===== src/rtl/scarf_pkg.sv =====
// Shared types and widths for the SCARF SPI front end and its byte bus.
package scarf_pkg;

    localparam int SCARF_ID_W   = 7;
    localparam int SCARF_BYTE_W = 8;

    typedef enum logic [1:0] {
        IDLE,
        ID_BYTE,
        DATA_BYTE
    } scarf_fe_state_t;

    typedef struct packed {
        logic sclk_rise;
        logic sclk_fall;
        logic cs_fall;
        logic cs_rise;
    } scarf_edges_t;

endpackage


===== src/rtl/scarf_sync.sv =====
// Multi-flop synchroniser for one asynchronous input, reset to a chosen level.
module scarf_sync #(
    parameter int   STAGES  = 2,
    parameter logic RST_VAL = 1'b0
) (
    input  logic clk,
    input  logic rst_n_sync,
    input  logic d,
    output logic q
);

    logic [STAGES-1:0] sync_q;
    logic [STAGES-1:0] sync_d;

    always_comb begin
        sync_d = {sync_q[STAGES-2:0], d};
    end

    always_ff @(posedge clk or negedge rst_n_sync) begin
        if (!rst_n_sync) sync_q <= {STAGES{RST_VAL}};
        else             sync_q <= sync_d;
    end

    assign q = sync_q[STAGES-1];

endmodule


===== src/rtl/scarf_spi_frontend.sv =====
// SPI mode-0 slave that turns an oversampled SPI stream into SCARF byte-bus strobes
// (byte0 = {rnw, slave_id}) and shifts the slaves' read data back out on miso.
module scarf_spi_frontend
    import scarf_pkg::*;
#(
    parameter int                    SYNC_STAGES = 2,
    parameter logic [SCARF_ID_W-1:0] IDLE_ID     = 7'h00
) (
    input  logic                    clk,
    input  logic                    rst_n_sync,
    input  logic                    spi_sclk,
    input  logic                    spi_cs_n,
    input  logic                    spi_mosi,
    output logic                    spi_miso,
    output logic                    spi_miso_oe,
    output logic [SCARF_BYTE_W-1:0] data_out,
    output logic                    data_out_valid,
    output logic                    data_out_finished,
    output logic [SCARF_ID_W-1:0]   slave_id,
    output logic                    rnw,
    input  logic [SCARF_BYTE_W-1:0] read_data_in
);

    // bit 0 = sclk, bit 1 = cs_n (idles high), bit 2 = mosi
    localparam logic [2:0] SYNC_RST = 3'b010;

    logic [2:0] sync_in;
    logic [2:0] sync_out;
    logic       sclk_s, cs_n_s, mosi_s;

    assign sync_in = {spi_mosi, spi_cs_n, spi_sclk};

    for (genvar i = 0; i < 3; i++) begin : g_sync
        scarf_sync #(
            .STAGES  (SYNC_STAGES),
            .RST_VAL (SYNC_RST[i])
        ) u_sync (
            .clk        (clk),
            .rst_n_sync (rst_n_sync),
            .d          (sync_in[i]),
            .q          (sync_out[i])
        );
    end

    assign sclk_s = sync_out[0];
    assign cs_n_s = sync_out[1];
    assign mosi_s = sync_out[2];

    scarf_fe_state_t           state_q, state_d;
    logic                      sclk_dly_q, cs_n_dly_q;
    logic [2:0]                bit_cnt_q, bit_cnt_d;
    logic [SCARF_BYTE_W-1:0]   rx_sr_q, rx_sr_d;
    logic [SCARF_BYTE_W-1:0]   tx_sr_q, tx_sr_d;
    logic                      reload_q, reload_d;
    logic [SCARF_BYTE_W-1:0]   data_out_q, data_out_d;
    logic                      valid_q, valid_d;
    logic                      finished_q, finished_d;
    logic                      fin_pend_q, fin_pend_d;
    logic [SCARF_ID_W-1:0]     slave_id_q, slave_id_d;
    logic                      rnw_q, rnw_d;

    scarf_edges_t              edges;
    logic                      active, rise_ok, fall_ok, byte_done, data_done;
    logic [SCARF_BYTE_W-1:0]   rx_next;

    always_comb begin
        edges.sclk_rise = sclk_s & ~sclk_dly_q;
        edges.sclk_fall = ~sclk_s & sclk_dly_q;
        edges.cs_fall   = ~cs_n_s & cs_n_dly_q;
        edges.cs_rise   = cs_n_s & ~cs_n_dly_q;
        // sclk is only honoured inside a transfer, so idle-bus toggling is dropped
        active    = (state_q != IDLE);
        rise_ok   = active & edges.sclk_rise;
        fall_ok   = active & edges.sclk_fall;
        byte_done = rise_ok & (bit_cnt_q == 3'd7);
        data_done = byte_done & (state_q == DATA_BYTE);
        rx_next   = {rx_sr_q[SCARF_BYTE_W-2:0], mosi_s};
    end

    always_ff @(posedge clk or negedge rst_n_sync) begin
        if (!rst_n_sync) state_q <= IDLE;
        else             state_q <= state_d;
    end

    always_comb begin
        state_d = state_q;
        case (state_q)
            IDLE:      if (edges.cs_fall) state_d = ID_BYTE;
            ID_BYTE:   if (edges.cs_rise) state_d = IDLE;
                       else if (byte_done) state_d = DATA_BYTE;
            DATA_BYTE: if (edges.cs_rise) state_d = IDLE;
            default:   state_d = IDLE;
        endcase
    end

    always_comb begin
        bit_cnt_d  = bit_cnt_q;
        rx_sr_d    = rx_sr_q;
        tx_sr_d    = tx_sr_q;
        reload_d   = reload_q;
        data_out_d = data_out_q;
        slave_id_d = slave_id_q;
        rnw_d      = rnw_q;
        valid_d    = 1'b0;
        finished_d = fin_pend_q;
        fin_pend_d = 1'b0;

        if (rise_ok) begin
            rx_sr_d   = rx_next;
            bit_cnt_d = bit_cnt_q + 3'd1;
        end
        if (byte_done) begin
            reload_d = 1'b1;
            if (state_q == ID_BYTE) begin
                rnw_d      = rx_next[SCARF_BYTE_W-1];
                slave_id_d = rx_next[SCARF_ID_W-1:0];
            end else begin
                data_out_d = rx_next;
                valid_d    = 1'b1;
            end
        end
        // Slaves have half an sclk period after byte done to present read data.
        if (fall_ok) begin
            if (reload_q) begin
                tx_sr_d  = read_data_in;
                reload_d = 1'b0;
            end else begin
                tx_sr_d = {tx_sr_q[SCARF_BYTE_W-2:0], 1'b0};
            end
        end
        if (!active && edges.cs_fall) begin
            bit_cnt_d = '0;
            rx_sr_d   = '0;
            tx_sr_d   = '0;
            reload_d  = 1'b0;
        end
        if (active && edges.cs_rise) begin
            bit_cnt_d  = '0;
            rx_sr_d    = '0;
            tx_sr_d    = '0;
            reload_d   = 1'b0;
            slave_id_d = IDLE_ID;
            rnw_d      = 1'b0;
            // a byte finishing on the closing edge keeps valid and finished apart
            if (data_done) fin_pend_d = 1'b1;
            else           finished_d = 1'b1;
        end
    end

    always_ff @(posedge clk or negedge rst_n_sync) begin
        if (!rst_n_sync) begin
            sclk_dly_q <= 1'b0;
            cs_n_dly_q <= 1'b1;
            bit_cnt_q  <= '0;
            rx_sr_q    <= '0;
            tx_sr_q    <= '0;
            reload_q   <= 1'b0;
            data_out_q <= '0;
            valid_q    <= 1'b0;
            finished_q <= 1'b0;
            fin_pend_q <= 1'b0;
            slave_id_q <= IDLE_ID;
            rnw_q      <= 1'b0;
        end else begin
            sclk_dly_q <= sclk_s;
            cs_n_dly_q <= cs_n_s;
            bit_cnt_q  <= bit_cnt_d;
            rx_sr_q    <= rx_sr_d;
            tx_sr_q    <= tx_sr_d;
            reload_q   <= reload_d;
            data_out_q <= data_out_d;
            valid_q    <= valid_d;
            finished_q <= finished_d;
            fin_pend_q <= fin_pend_d;
            slave_id_q <= slave_id_d;
            rnw_q      <= rnw_d;
        end
    end

    assign spi_miso_oe       = ~cs_n_s;
    assign spi_miso          = spi_miso_oe & tx_sr_q[SCARF_BYTE_W-1];
    assign data_out          = data_out_q;
    assign data_out_valid    = valid_q;
    assign data_out_finished = finished_q;
    assign slave_id          = slave_id_q;
    assign rnw               = rnw_q;

endmodule


===== config.mk =====
export PLATFORM = sky130hd
export DESIGN_NAME = scarf_spi_frontend
export DESIGN_NICKNAME = d
export VERILOG_FILES = /design/src/rtl/scarf_pkg.sv /design/src/rtl/scarf_sync.sv /design/src/rtl/scarf_spi_frontend.sv
export SDC_FILE = /design/constraint.sdc
export NUM_CORES = 1
export LEC_CHECK = 0
export CELL_PAD_IN_SITES_DETAIL_PLACEMENT = 0
export CELL_PAD_IN_SITES_GLOBAL_PLACEMENT = 1
export CORE_MARGIN = 1.5
export CORE_UTILIZATION = 38
export DETAILED_ROUTE_END_ITERATION = 8
export GPL_ROUTABILITY_DRIVEN = 0
export GPL_TIMING_DRIVEN = 0
export HOLD_SLACK_MARGIN = 0.12
export PLACE_DENSITY = 0.84
export SYNTH_ARGS = -nofsm -noshare
export SYNTH_HDL_FRONTEND = slang
export SYNTH_SLANG_ARGS = --single-unit

===== constraint.sdc =====
create_clock -name clk -period 1.4 [get_ports clk]
set_input_delay 0.28 -clock clk [delete_from_list [all_inputs] [get_ports clk]]
set_output_delay 0.28 -clock clk [all_outputs]
set_load 0.02 [all_outputs]

==> impl_metrics.tcl <==
set metrics [dict create \
    outcome "finished, violations left" \
    violations "setup timing" \
    drv_slew 0 \
    switching_share 0.253 \
    tightestPinTransition_ps 597 \
    power_frac_clock 0.337 \
    post-route-min-period_ps 1580 \
    async_reset_ff_frac 1.00 \
    p_int_mw 2.22 \
    clock-root-buffer "clkbuf_8" \
    powerDensity_nw_per_um2 1020 \
    synth_edf_count 0 \
    place_hpwl_mm 2.66 \
    die_h_um 76.2 \
    clock_skew_ps 9.44 \
    rows 26 \
    synth_seq_cells 48 \
    synthSimpleGateAreaFrac 0.129 \
    r2r_end "rx_sr_q[1]$_DFFE_PN0P_" \
    ys_types 38 \
    syn_avg_cell_area_um2 13.0 \
    clk_latency_ps 300 \
    max_freq_ghz 0.631 \
    cts_tree "yes" \
    endpoint "rx_sr_q[1]$_DFFE_PN0P_" \
    drt_iter0_markers 58 \
    start_kind "register" \
    critPathRequiredTime_ps 1600 \
    path_cells "or4b_4 > clkbuf_16 > a32o_1" \
    p_leak_nw 1.38 \
    grt_max_degree 28 \
    vias 1487 \
    die_area_um2 5800 \
    antenna_left 0 \
    grt_pass1_wl_mm 7.42 \
    synth.mux.area_fraction 0.0787 \
    grt-ovfl-total 0 \
    r2r_slack_ps -180 \
    numPortBuffers 32 \
    layout-drive-gt1-share 0.333 \
    vias_per_cell 5.25 \
    fin_crit_sh 1.13 \
    h-tree-depth 2 \
    rsz0062_at_grt "true" \
    worstPathArrival_ps 1780 \
    antenna_cells 0 \
    cp-startpoint "cs_n_dly_q$_DFF_PN1_" \
    mostFrequentLayoutCells "dfrtp_1, dlygate4sd2_1, clkdlybuf4s50_1" \
    path_max_fanout 5 \
    ys_warn_count 0 \
    cp_slowest_cell "dfstp_2" \
    synth_compound_area_frac 0.160 \
    start_util 0.396 \
    setup_viol 37 \
    cts_buffers 5 \
    wl_per_cell_um 15.7 \
    drc 0 \
    endpoint_kind "register" \
    path_class "reg2reg" \
    p_seq_frac 0.513 \
    hold_viol 0 \
    synth_top_family_by_area "compound AO/OA/AOI/OAI gates" \
    syn_nets 172 \
    drv_cap 0 \
    die_w_um 76.2 \
    pre_cts_ws_ps -287 \
    final_common_cell "dfrtp_1" \
    syn_inst 157 \
    synth_xor_area_frac 0 \
    p_sw_uw 752 \
    fin_nets 227 \
    drtPass1Iterations 4 \
    antenna_found_initial 0 \
    io_pins 33 \
    synth_fa_ha_area_frac 0.0123 \
    r2r_cells 3 \
    layout_setup_ws_ps -184 \
    wl_mm 4.46 \
    coreArea_um2 5140 \
    clock_sinks 48 \
    cts_buffer_depth 2 \
    n_fill_cell 450 \
    ys_seq_area_frac 0.592 \
    slowest_delay_ps 560 \
    area_growth_pct 43.3 \
    slew_headroom 0.602 \
    rr_startpoint "cs_n_dly_q$_DFF_PN1_" \
    power_frac_comb 0.149 \
    vdd_ir_drop_max_v 0.000553 \
    clkTransAtPathRegs_ps 90 \
    syn_area_um2 2040 \
    grt_usage 0.161 \
    hp-class "reg2reg" \
    synth_flop_cell "dfrtp_1" \
    grt_pass1_vias 1470 \
    setup_tns_ps -4190 \
]
## worst max-delay path, delay by kind of cell (launching register included)
kind                   cells  cell delay, ps
AOI/OAI and AO/OA          1             210
buffers and inverters      1             190
DFF                        1             560
and+or+nand+nor            1             530
## per-stage QoR
step	hold slack [ps]	instance area, um2	total power, mW	cells	util
finish	353	2920	2.97	283	0.567
global route	366	2920	3.14	283	0.567
CTS	356	2730	2.97	274	0.531
detailed placement	288	2460	1.89	260	0.479
global placement	334	2450	1.88	259	0.476
floorplan	-15.6	2040	1.73	157	-
## logic make-up (layout without fill, tap and decap cells)
group / Yosys count / after routing
compound gates: 42 / 43
mux: 15 / 15
simple gates: 39 / 40
flops: 48 / 48
fa+ha+maj: 2 / 2
buf+inv: 11 / 65
## worst min path at each step
| stage | cells after the start | end | slack (ps) | startpoint |
|---|---|---|---|---|
| floorplan | 0 | bit_cnt_q[0]$_DFFE_PN0P_ | -20 | rst_n_sync |
| global placement | 0 | g_sync[2].u_sync.sync_q[1]$_DFF_PN0_ | 330 | g_sync[2].u_sync.sync_q[0]$_DFF_PN0_ |
| detailed placement | 1 | slave_id[2]$_DFFE_PN0P_ | 290 | rst_n_sync |
| CTS | 0 | g_sync[0].u_sync.sync_q[1]$_DFF_PN0_ | 360 | g_sync[0].u_sync.sync_q[0]$_DFF_PN0_ |
| global route | 0 | g_sync[0].u_sync.sync_q[1]$_DFF_PN0_ | 370 | g_sync[0].u_sync.sync_q[0]$_DFF_PN0_ |
| finish | 0 | g_sync[0].u_sync.sync_q[1]$_DFF_PN0_ | 350 | g_sync[0].u_sync.sync_q[0]$_DFF_PN0_ |
## metal layers
| metal | share of wire | global-route usage | vias to the layer above |
|---|---|---|---|
| met1 | 0.48 | 0.226 | 747 |
| met2 | 0.48 | 0.243 | 25 |
| met5 | 0 | 0 | - |
| met4 | 0.013 | 0.0630 | 0 |
| li1 | - | - | 709 |
| met3 | 0.031 | 0.0347 | 6 |
## power by group through the flow
stage          clock [mW]  combinational, mW  sequential [mW]
6_report             1.00              0.445             1.53
3_3_place_gp            0              0.332             1.55
5_1_grt              1.11              0.491             1.54
4_1_cts              1.04              0.403             1.52
2_1_floorplan           0              0.183             1.55
3_5_place_dp            0              0.346             1.55
## layout make-up
cell class	instances	area [um2]	area share
flip-flops and latches	48	1210	0.414
inverters	3	13.8	0.00472
well taps	70	87.6	0.0300
repair buffers	48	484	0.166
clock buffers	5	68.8	0.0236
multi-input cells	100	958	0.329
clock inverters	3	46.3	0.0159
plain buffers	6	48.8	0.0167
## sequential cells by signal, indices dropped and copies added (netlist names)
signal,flops
sclk_dly_q,1
data_out_finished,1
reload_q,1
rx_sr_q,7
fin_pend_q,1
tx_sr_q,8
cs_n_dly_q,1
state_q,2
data_out_valid,1
data_out,8
rnw,1
bit_cnt_q,3
slave_id,7
g_sync.u_sync.sync_q,6
## Yosys cell counts, types with 2 or more instances
master | n | area (um2)
a221o_1 | 8 | 80.1
mux2_2 | 7 | 78.8
clkbuf_1 | 3 | 11.3
mux2i_1 | 7 | 70.1
a211oi_1 | 7 | 52.6
nand2b_1 | 2 | 12.5
buf_2 | 3 | 15.0
inv_1 | 3 | 11.3
and3_1 | 9 | 56.3
nor2b_1 | 10 | 62.6
dfrtp_1 | 45 | 1130
dfstp_2 | 3 | 78.8
nor2_1 | 2 | 7.51
o21ai_2 | 2 | 17.5
o21ai_0 | 2 | 10.0
and2b_1 | 2 | 15.0
a21oi_1 | 12 | 60.1
ha_1 | 2 | 25.0
a32o_1 | 9 | 90.1
## repair_timing
| item | 4_1_cts | 5_1_grt |
|---|---|---|
| hold buffers | 1 | 0 |
| gates resized for setup | 53 | 23 |
| buffers inserted | 5 | 11 |
| pin swaps | 5 | 7 |
| endpoints found under the setup margin | 56 | 40 |
| cloned | 1 | 2 |
| hold endpoints to repair | 19 | 0 |
No activity file was read; power rests on OpenSTA's default activity.
